--- src/rtl/aes_sec_pkg.sv ---
// Shared types and helpers for the AES security-engine behavioural model.
// Latency: n/a (types, constants and pure functions only).
// Backpressure: n/a.
package aes_sec_pkg;

    typedef enum logic [1:0] {
        AES_M128,
        AES_M192,
        AES_M256
    } aesMode_t;

    typedef enum logic [1:0] {
        KS_NOKEY,
        KS_EXPAND,
        KS_READY
    } keyState_t;

    // Key-expansion stall lengths, one per key size
    localparam logic [3:0] NR_128 = 4'd10;
    localparam logic [3:0] NR_192 = 4'd12;
    localparam logic [3:0] NR_256 = 4'd14;

    // Helpers work on a fixed wide vector so one definition serves every
    // DATA_W; callers zero-extend in and slice the low DATA_W bits out.
    // DATA_W must therefore stay below MAX_W.
    localparam int MAX_W  = 512;
    localparam int MAX_AW = 9;

    function automatic logic [3:0] nrOf(input aesMode_t m);
        case (m)
            AES_M192: return NR_192;
            AES_M256: return NR_256;
            default:  return NR_128;
        endcase
    endfunction

    // 192-bit keys only fold in the low half of the upper key word
    function automatic logic [MAX_W-1:0] maskOf(input logic [MAX_W-1:0] lo,
                                                input logic [MAX_W-1:0] hi,
                                                input aesMode_t m,
                                                input int w);
        logic [MAX_W-1:0] halfHi;
        halfHi = '0;
        for (int i = 0; i < MAX_W; i++) begin
            if (i < w / 2) halfHi[MAX_AW'(i)] = hi[MAX_AW'(i)];
        end
        case (m)
            AES_M192: return lo ^ halfHi;
            AES_M256: return lo ^ hi;
            default:  return lo;
        endcase
    endfunction

    // Rotate the low w bits of x left by r; bits above w stay zero
    function automatic logic [MAX_W-1:0] rotlW(input logic [MAX_W-1:0] x, input int w, input int r);
        logic [MAX_W-1:0] res;
        res = '0;
        for (int i = 0; i < MAX_W; i++) begin
            if (i < w) res[MAX_AW'((i + r) % w)] = x[MAX_AW'(i)];
        end
        return res;
    endfunction

    // Rotate the low w bits of x right by r; bits above w stay zero
    function automatic logic [MAX_W-1:0] rotrW(input logic [MAX_W-1:0] x, input int w, input int r);
        logic [MAX_W-1:0] res;
        res = '0;
        for (int i = 0; i < MAX_W; i++) begin
            if (i < w) res[MAX_AW'(i)] = x[MAX_AW'((i + r) % w)];
        end
        return res;
    endfunction

endpackage

--- src/rtl/aes_sec_out_fifo.sv ---
// First-word-fall-through output buffer with occupancy count.
// Latency: a pushed word is visible at the head the cycle after the push.
// Backpressure: pops only when outVld && !outStall; the writer must never push when full without a pop.
module aes_sec_out_fifo #(
    parameter int W     = 129,
    parameter int DEPTH = 8
) (
    input  logic                      clk,
    input  logic                      rst_n,
    input  logic                      pushVld,
    input  logic [W-1:0]              pushDat,
    input  logic                      outStall,
    output logic                      outVld,
    output logic [W-1:0]              outDat,
    output logic [$clog2(DEPTH):0]    count,
    output logic                      empty
);

    localparam int AW = $clog2(DEPTH);

    logic [AW:0]  wrPtr;
    logic [AW:0]  rdPtr;
    logic [W-1:0] mem [DEPTH];
    logic         popEn;

    // Extra pointer MSB separates full from empty when the indices match
    assign empty  = (wrPtr == rdPtr);
    assign count  = wrPtr - rdPtr;
    assign outVld = !empty;
    assign popEn  = outVld && !outStall;
    // Gate the head so stale storage never appears at the output
    assign outDat = empty ? '0 : mem[rdPtr[AW-1:0]];

    // Pointer update; push and pop in one cycle leave the count unchanged
    always_ff @(posedge clk or negedge rst_n) begin
        if (!rst_n) begin
            wrPtr <= '0;
            rdPtr <= '0;
        end else begin
            if (pushVld) wrPtr <= wrPtr + 1'b1;
            if (popEn)   rdPtr <= rdPtr + 1'b1;
        end
    end

    // Storage write; contents are don't-care until the pointer covers them
    always_ff @(posedge clk) begin
        if (pushVld) mem[wrPtr[AW-1:0]] <= pushDat;
    end

endmodule

--- src/rtl/aes_sec_model_pipe.sv ---
// Cycle-accurate AES engine stand-in: key-expansion stall, fixed-latency XOR/rotate cipher, FWFT output buffer.
// Latency: block accepted in cycle t is visible at the output in cycle t+LATENCY (empty buffer); key load stalls Nr cycles.
// Backpressure: credit-based; CiphInStall rises once buffered plus in-flight blocks reach FIFO_DEPTH, the pipeline never stalls.
module aes_sec_model_pipe
    import aes_sec_pkg::*;
#(
    parameter int DATA_W     = 128,
    parameter int KEY_W      = 256,
    parameter int LATENCY    = 4,
    parameter int FIFO_DEPTH = 8,
    parameter int ROT        = 8
) (
    input  logic              clk,
    input  logic              rst_n,
    input  logic              Aes128,
    input  logic              Aes192,
    input  logic              Aes256,
    input  logic [KEY_W-1:0]  KeyIn,
    input  logic              KeyInitVldR,
    output logic              KeyInitStall,
    input  logic [DATA_W-1:0] CiphIn,
    input  logic              CiphInVldR,
    input  logic              CiphInLastR,
    input  logic              EncryptEn,
    output logic              CiphInStall,
    output logic [DATA_W-1:0] AesCiphOutR,
    output logic              AesCiphOutVldR,
    output logic              AesCiphOutLastR,
    input  logic              AesCiphOutStall
);

    localparam int AW = $clog2(FIFO_DEPTH);
    localparam int CW = $clog2(FIFO_DEPTH + LATENCY + 1) + 1;

    keyState_t         keyState;
    keyState_t         keyStateNxt;
    logic [3:0]        keyCnt;
    logic [3:0]        keyCntNxt;
    aesMode_t          keyMode;
    aesMode_t          modeSel;
    logic [KEY_W-1:0]  keyLatch;
    logic              keyAccept;
    logic              ciphAccept;
    logic              idle;

    logic [MAX_W-1:0]  maskWide;
    logic [MAX_W-1:0]  encWide;
    logic [MAX_W-1:0]  decWide;
    logic [DATA_W-1:0] mask;
    logic [DATA_W-1:0] xformDat;
    logic              unusedBits;

    logic [CW-1:0]     inflight;
    logic              pushVld;
    logic [DATA_W:0]   pushDat;
    logic [DATA_W:0]   fifoOutDat;
    logic [AW:0]       fifoCount;
    logic              fifoEmpty;

    // Widest requested key size wins; no select at all means 128
    assign modeSel = Aes256 ? AES_M256 : (Aes192 ? AES_M192 : AES_M128);

    // Key FSM state register
    always_ff @(posedge clk or negedge rst_n) begin
        if (!rst_n) begin
            keyState <= KS_NOKEY;
            keyCnt   <= '0;
        end else begin
            keyState <= keyStateNxt;
            keyCnt   <= keyCntNxt;
        end
    end

    // Key FSM next state; reload is only admitted once the datapath has drained
    always_comb begin
        keyStateNxt  = keyState;
        keyCntNxt    = keyCnt;
        KeyInitStall = 1'b0;
        case (keyState)
            KS_NOKEY:  KeyInitStall = 1'b0;
            KS_EXPAND: begin
                KeyInitStall = 1'b1;
                keyCntNxt    = keyCnt - 4'd1;
                if (keyCnt == 4'd1) keyStateNxt = KS_READY;
            end
            KS_READY:  KeyInitStall = !idle;
            default:   keyStateNxt = KS_NOKEY;
        endcase
        keyAccept = KeyInitVldR && !KeyInitStall;
        if (keyAccept) begin
            keyStateNxt = KS_EXPAND;
            keyCntNxt   = nrOf(modeSel);
        end
    end

    // Key material and mode are captured at accept and held until the next reload
    always_ff @(posedge clk or negedge rst_n) begin
        if (!rst_n) begin
            keyLatch <= '0;
            keyMode  <= AES_M128;
        end else if (keyAccept) begin
            keyLatch <= KeyIn;
            keyMode  <= modeSel;
        end
    end

    assign maskWide = maskOf(MAX_W'(keyLatch[DATA_W-1:0]), MAX_W'(keyLatch[KEY_W-1:DATA_W]),
                             keyMode, DATA_W);
    assign mask     = maskWide[DATA_W-1:0];

    // Decrypt undoes encrypt step for step: rotate back first, then remove the mask
    assign encWide  = rotlW(MAX_W'(CiphIn ^ mask), DATA_W, ROT);
    assign decWide  = rotrW(MAX_W'(CiphIn), DATA_W, ROT);
    assign xformDat = EncryptEn ? encWide[DATA_W-1:0] : (decWide[DATA_W-1:0] ^ mask);

    // Upper bits of the wide helper results are always zero
    assign unusedBits = ^{maskWide[MAX_W-1:DATA_W], encWide[MAX_W-1:DATA_W], decWide[MAX_W-1:DATA_W]};

    // Credit: every block in flight already owns a buffer slot
    assign CiphInStall = (keyState != KS_READY) ||
                         ((CW'(fifoCount) + inflight) >= CW'(FIFO_DEPTH));
    assign ciphAccept  = CiphInVldR && !CiphInStall;
    assign idle        = (inflight == '0) && fifoEmpty;

    generate
        if (LATENCY == 1) begin : gNoPipe
            // Single-cycle latency writes the transform straight into the buffer
            assign pushVld  = ciphAccept;
            assign pushDat  = {CiphInLastR, xformDat};
            assign inflight = '0;
        end else begin : gPipe
            localparam int PS = LATENCY - 1;

            logic [PS-1:0]   pipeVld;
            logic [DATA_W:0] pipeDat [PS];

            // Free-running shift of {last, data}; stage 0 holds the registered transform
            always_ff @(posedge clk or negedge rst_n) begin
                if (!rst_n) begin
                    pipeVld <= '0;
                    for (int i = 0; i < PS; i++) pipeDat[i] <= '0;
                end else begin
                    pipeVld[0] <= ciphAccept;
                    pipeDat[0] <= {CiphInLastR, xformDat};
                    for (int i = 1; i < PS; i++) begin
                        pipeVld[i] <= pipeVld[i-1];
                        pipeDat[i] <= pipeDat[i-1];
                    end
                end
            end

            // Count occupied stages for the credit check
            always_comb begin
                inflight = '0;
                for (int i = 0; i < PS; i++) inflight = inflight + CW'(pipeVld[i]);
            end

            assign pushVld = pipeVld[PS-1];
            assign pushDat = pipeDat[PS-1];
        end
    endgenerate

    aes_sec_out_fifo #(
        .W     (DATA_W + 1),
        .DEPTH (FIFO_DEPTH)
    ) uOutFifo (
        .clk      (clk),
        .rst_n    (rst_n),
        .pushVld  (pushVld),
        .pushDat  (pushDat),
        .outStall (AesCiphOutStall),
        .outVld   (AesCiphOutVldR),
        .outDat   (fifoOutDat),
        .count    (fifoCount),
        .empty    (fifoEmpty)
    );

    assign AesCiphOutR     = fifoOutDat[DATA_W-1:0];
    assign AesCiphOutLastR = fifoOutDat[DATA_W];

endmodule

--- config.mk ---
export PLATFORM = sky130hd
export DESIGN_NAME = aes_sec_model_pipe
export DESIGN_NICKNAME = d
export VERILOG_FILES = /design/src/rtl/aes_sec_pkg.sv /design/src/rtl/aes_sec_out_fifo.sv /design/src/rtl/aes_sec_model_pipe.sv
export SDC_FILE = /design/constraint.sdc
export NUM_CORES = 2
export LEC_CHECK = 0
export BUFFER_PORTS_ARGS = -buffer_cell sky130_fd_sc_hd__buf_2
export CORE_MARGIN = 8
export CORE_UTILIZATION = 45
export DETAILED_ROUTE_END_ITERATION = 7
export GPL_TIMING_DRIVEN = 0
export MAX_ROUTING_LAYER = met4
export PLACE_DENSITY_LB_ADDON = 0.25
export SYNTH_ARGS = -nofsm -noshare
export SYNTH_HDL_FRONTEND = slang
export SYNTH_SLANG_ARGS = --single-unit
--- constraint.sdc ---
create_clock -name clk -period 17.8 [get_ports clk]
set_input_delay 0.89 -clock clk [delete_from_list [all_inputs] [get_ports clk]]
set_output_delay 0.89 -clock clk [all_outputs]
set_load 0.01 [all_outputs]
## Word level (Yosys, flattened, before mapping)

Memories as Yosys holds them, arrays and structs flattened.
Cells that the tools add are included.

- $add $sub $neg: 7
- Order comparisons: 1
- Equality and inequality tests: 11
- Mux-type cells: 14
- Bitwise gates (word level): 4
- Reductions and logical operators: 15

Operators with widths:

| kind | number |
|---|---|
| $xor A128 B128 Y128 | 3 |
| $pmux W128 S2 | 1 |
| $mux W129 | 1 |
| $mux W128 | 1 |
| $xor A128 B64 Y128 | 1 |
| $add A4 B1 Y4 const B | 2 |
| $mux W4 | 2 |
| $eq A2 B1 Y1 const B | 3 |
| $eq A2 B2 Y1 const B | 3 |
| $mux W2 | 3 |
| $pmux W3 S2 | 1 |
| $add A4 B5 Y5 | 1 |
| $ge A5 B4 Y1 const B | 1 |
| $logic_not A1 Y1 | 5 |
| $logic_not A5 Y1 | 1 |
| $eq A4 B1 Y1 const B | 1 |
| $eq A4 B4 Y1 | 1 |
| $logic_and A1 B1 Y1 | 4 |
| $pmux W2 S2 | 1 |
| $sub A4 B1 Y4 const B | 1 |
| $sub A4 B4 Y4 | 1 |
| $add A2 B1 Y3 | 1 |
| $mux W1 | 3 |
| $ne A3 B3 Y1 const B | 1 |
| 9 further kinds | 9 |

- Bits in registers: 662
- Bits in writable memories: 1032
- Bits of input ports: 394
- Memories kept: 1

Memory list:

| memory | words | width | rd ports | clocked after memory_dff | write ports | line | RTL |
|---|---|---|---|---|---|---|---|
| uOutFifo.mem | 8 | 129 | 1 | 0 | 1 | aes_sec_out_fifo.sv:23 | `logic [W-1:0] mem [DEPTH];` |

## Logic depth before layout (Yosys ltp)

- Word-level depth: 10
- Gate-level depth with buffers: 14
- Depth with buffers taken out: 10

## Modules after synthesis

From an unflattened synthesis, not the netlist that was laid out.

- Cell total of the unflattened synthesis: 4575
- Area, all modules: 67901.4 µm²

By module, submodules not included:

| module | times used | cells each | area an instance (µm²) | seq. area each (µm²) |
|---|---|---|---|---|
| aes_sec_out_fifo | 1 | 2123 | 41033.1 | 31189.9 |
| aes_sec_model_pipe | 1 | 2452 | 26868.3 | 16365.7 |

## Worst setup path after synthesis

OpenSTA, ideal clock, no wires.

- Path type: register to register
- Start: register gPipe.pipeVld[2]
- End: memory uOutFifo.mem[2][0], enable pin
- Arrival time: 9.360 ns
- Data required time: 17.025 ns
- Setup slack: 7.665 ns
- Cell stages (with the launch flop): 4
- Buffers on the path: 1
- Period minus slack after synthesis: 10.135 ns
- Path through: dfrtp_1 -> clkbuf_1 -> nand2_1 -> nor3_1

- Cells in the longest elaborated chain, start to end: 2

RTL lines:

| element | line | RTL |
|---|---|---|
| start, declared | aes_sec_model_pipe.sv:134 | `logic [PS-1:0] pipeVld;` |
| start signal, assigned by index | aes_sec_model_pipe.sv:146 | `pipeVld[i] <= pipeVld[i-1];` |
| $mux W1 | aes_sec_out_fifo.sv:47 | `if (pushVld) mem[wrPtr[AW-1:0]] <= pushDat;` |
| $mux W1 (not written as such) | aes_sec_out_fifo.sv:47 |  |
| end, declared | aes_sec_out_fifo.sv:23 |  |

No other way between the ends.

## Final worst setup path

- Start: register uOutFifo.rdPtr[1]
- End: output port AesCiphOutR[92]

- Cells in the longest elaborated chain, start to end: 2
- Elaborated cells between the ends (all ways): 3
- Classes of those cells: eq/ne (1); mux (1); memory (1)

RTL lines:

| element | line | RTL |
|---|---|---|
| start, declared | aes_sec_out_fifo.sv:22 | `logic [AW:0] rdPtr;` |
| start signal, assigned | aes_sec_out_fifo.sv:41 | `if (popEn) rdPtr <= rdPtr + 1'b1;` |
| $mem_v2 Z8 W129 / $eq A4 B4 Y1 (equally long branches) | n/a |  |
| $mux W129 * | aes_sec_out_fifo.sv:32 | `assign outDat = empty ? '0 : mem[rdPtr[AW-1:0]];` |
| end, declared | aes_sec_model_pipe.sv:26 | `output logic [DATA_W-1:0] AesCiphOutR,` |

Mark *: on every way between the ends. The rest lies on a longest branch, timed or not.

==> flow_metrics.tcl <==
set metrics [dict create \
    cts_resized 0 \
    drt-total-wl_um 197000 \
    gr-usage-all-layers_pct 25.4 \
    fin_cells 7201 \
    critPathKind "register to output port" \
    yosysSeqAreaShare_pct 72.3 \
    core_um2 145000 \
    maxCapViolCount 0 \
    synth-edff-count 1032 \
    synthArstFlopShare_pct 39.1 \
    min_path_type "primary input to register" \
    drc 0 \
    max_freq_mhz 138 \
    via_per_inst 5.38 \
    fin_nets 5516 \
    fp-row-count 140 \
    drtAntennaViolNets 0 \
    drive_gt1_share_pct 22.7 \
    clockRootBuffer "clkbuf_16" \
    critPathMostFrequentCell "clkbuf_1" \
    numCtsBuffers 169 \
    swShare_pct 36.8 \
    max_stage_delay_ps 1060 \
    fin_ws_ps 10580 \
    clk_pin_slew_ps 60 \
    synth-seq-cells 1694 \
    hold_ws_ps 267 \
    rsz0062_at_grt "no" \
    pre_cts_ws_ps 11400 \
    peakVddDrop_v 0.0000975 \
    fin_area_um2 78000 \
    grt_max_degree 101 \
    syn_inst 4326 \
    io_buffers 523 \
    clock_power_share_pct 24.3 \
    area_growth_pct 18.5 \
    place_hpwl_um 145000 \
    worstPathCellList "buf_2 > clkbuf_1 > clkbuf_1 > inv_1 > ha_1 > nand2_1 > nor3_2 > clkbuf_1 > clkbuf_1 > a21oi_1 > buf_2" \
    slew_headroom_pct 2.82 \
    vias 38767 \
    worst-path-buf-inv 7 \
    yosys_warnings 0 \
    placed_area_um2 72400 \
    cellLeakagePower_nw 30.3 \
    drtIter0Drc 3847 \
    critical_path.slowest_cell "clkbuf_1" \
    final_cell_mix "nand2_1, edfxtp_1, dfrtp_1" \
    finalMaxSlewViolations 0 \
    min_period_over_period_pct 40.6 \
    crit_path_end_kind "output port" \
    crit_family "buffers and inverters" \
    grt_overflow 0 \
    clock-sinks 1694 \
    cp.required_ps 16910 \
    grt_pass1_vias 39238 \
    period_minus_slack_ps 7220 \
    post-route-util_pct 53.7 \
    die_w_um 398 \
    intPower_w 0.00914 \
    cts_buffer_depth 3 \
    status "finished clean" \
    crit_arrival_ps 6330 \
    power_frac_comb_pct 34.6 \
    setup_viol 0 \
    cp_max_fo 10 \
    htree_levels 4 \
    startpoint_type "register" \
    finalHoldViolations 0 \
    syn_avg_cell_area_um2 15.2 \
    synth_ff_type "edfxtp_1" \
    power_switching_w 0.00533 \
    power.density_nw_per_um2 185 \
    pwr-share-seq_pct 41.1 \
    synth_cell_types 35 \
    boundaryPins 526 \
    wl_per_cell_um 27.3 \
    grt_antenna_before_repair 51 \
    drtPass1Iterations 5 \
    tightest_slew_ps 1460 \
    gp_congestion 0.892 \
    final_common_cell "nand2_1" \
    die_h_um 398 \
    fin_skew_ps 25.1 \
    grt_pass1_wl_um 280000 \
    fill_cells 11969 \
    start_util_pct 45.3 \
    place_inst 6850 \
    cts_tree "built" \
    synth_fp_nets 4737 \
    fp.dieArea_um2 159000 \
    netlist_area_um2 65800 \
    insertion_delay_ps 820 \
]
[per-layer routing]
metal	vias up	part of all wire, %	wire, µm	GRT usage [%]
met5	-	0	0	-
met1	19905	42	82700	34.6
met2	1626	46	89900	37.7
met3	276	9.4	18500	6.64
met4	0	3.0	5860	7.63
li1	16960	-	-	-
[registers in the layout, summed over array words and instances, names as in the netlist]
register,cells
gPipe.pipeVld,3
keyCnt,4
keyMode,2
uOutFifo.rdPtr,4
keyLatch,256
pushDat,129
keyState,2
uOutFifo.mem,1032
gPipe.pipeDat,258
uOutFifo.wrPtr,4
[path summary, 6_finish.rpt]
| kind | end | start | slack (ps) | cells after the start |
|---|---|---|---|---|
| setup / recovery | AesCiphOutR[92] | uOutFifo.rdPtr[1]$_DFFE_PN0P_ | 10580 | 11 |
| hold / removal | keyLatch[225]$_DFFE_PN0P_ | KeyIn[225] | 270 | 3 |
| setup reg to reg | keyLatch[201]$_DFFE_PN0P_ | uOutFifo.rdPtr[1]$_DFFE_PN0P_ | 12230 | 13 |
| hold reg to reg | pushDat[37]$_DFF_PN0_ | gPipe.pipeDat[166]$_DFF_PN0_ | 330 | 0 |
| max in group asynchronous | keyLatch[112]$_DFFE_PN0P_ | rst_n | 15550 | 5 |
| min in group asynchronous | gPipe.pipeDat[206]$_DFF_PN0_ | rst_n | 580 | 2 |
[synthesized netlist by cell type (63+ instances only)]
library cell	count	area (µm²)
a21oi_1	135	676
buf_2	75	375
clkbuf_1	122	458
dfrtp_1	662	16600
edfxtp_1	1032	31000
mux2i_1	130	1300
mux4_2	258	5810
nand2_1	1106	4150
nand3_1	126	631
nand3b_1	63	473
nor2_1	139	522
nor2b_1	64	400
xnor2_1	327	2860
[cell type report]
class / count / area, µm² / share of cell area (%)
well taps: 1917 / 2400 / 3.07
clock buffers: 226 / 4540 / 5.82
repair buffers: 608 / 4160 / 5.34
inverters: 19 / 71.3 / 0.0914
flip-flops and latches: 1694 / 47600 / 60.9
clock inverters: 91 / 958 / 1.23
multi-input cells: 2399 / 17400 / 22.2
diodes: 33 / 82.6 / 0.106
plain buffers: 214 / 901 / 1.15
[power groups by stage]
stage,clock network (W),registers (W),logic (W)
floorplan,0,0.00575,0.00312
global placement,0,0.00596,0.00499
detailed placement,0,0.00601,0.00505
CTS,0.00357,0.00594,0.00508
global route,0.00372,0.00605,0.00540
finish,0.00352,0.00594,0.00501
[worst register-to-register path: cells and delay by family (launching register included)]
| kind | cells | cell delay (ps) |
|---|---|---|
| AOI/OAI and AO/OA | 1 | 710 |
| adders and majority gates | 1 | 310 |
| buffers and inverters | 7 | 3450 |
| DFF | 1 | 420 |
| and+or+nand+nor | 4 | 630 |
[repair_timing]
item                                   in CTS  in global routing
buffers inserted                            0                  0
endpoints found under the hold margin      36                  0
hold buffers                                1                  0
[kinds of logic after synthesis]
kind of cell | synth area share (%)
AO/OA/AOI/OAI | 1.18
XOR/XNOR | 4.42
adder cells (fa/ha/maj) | 0.357
buffers and inverters | 1.47
flip-flops | 72.3
multiplexers | 10.8
AND/OR/NAND/NOR | 9.51
[metrics by stage]
step                TNS [ps]  power, W
floorplan                  0   0.00887
global placement     -597290    0.0109
detailed placement         0    0.0111
CTS                        0    0.0146
global route               0    0.0152
finish                     0    0.0145
No activity file was read; power rests on OpenSTA's default activity.
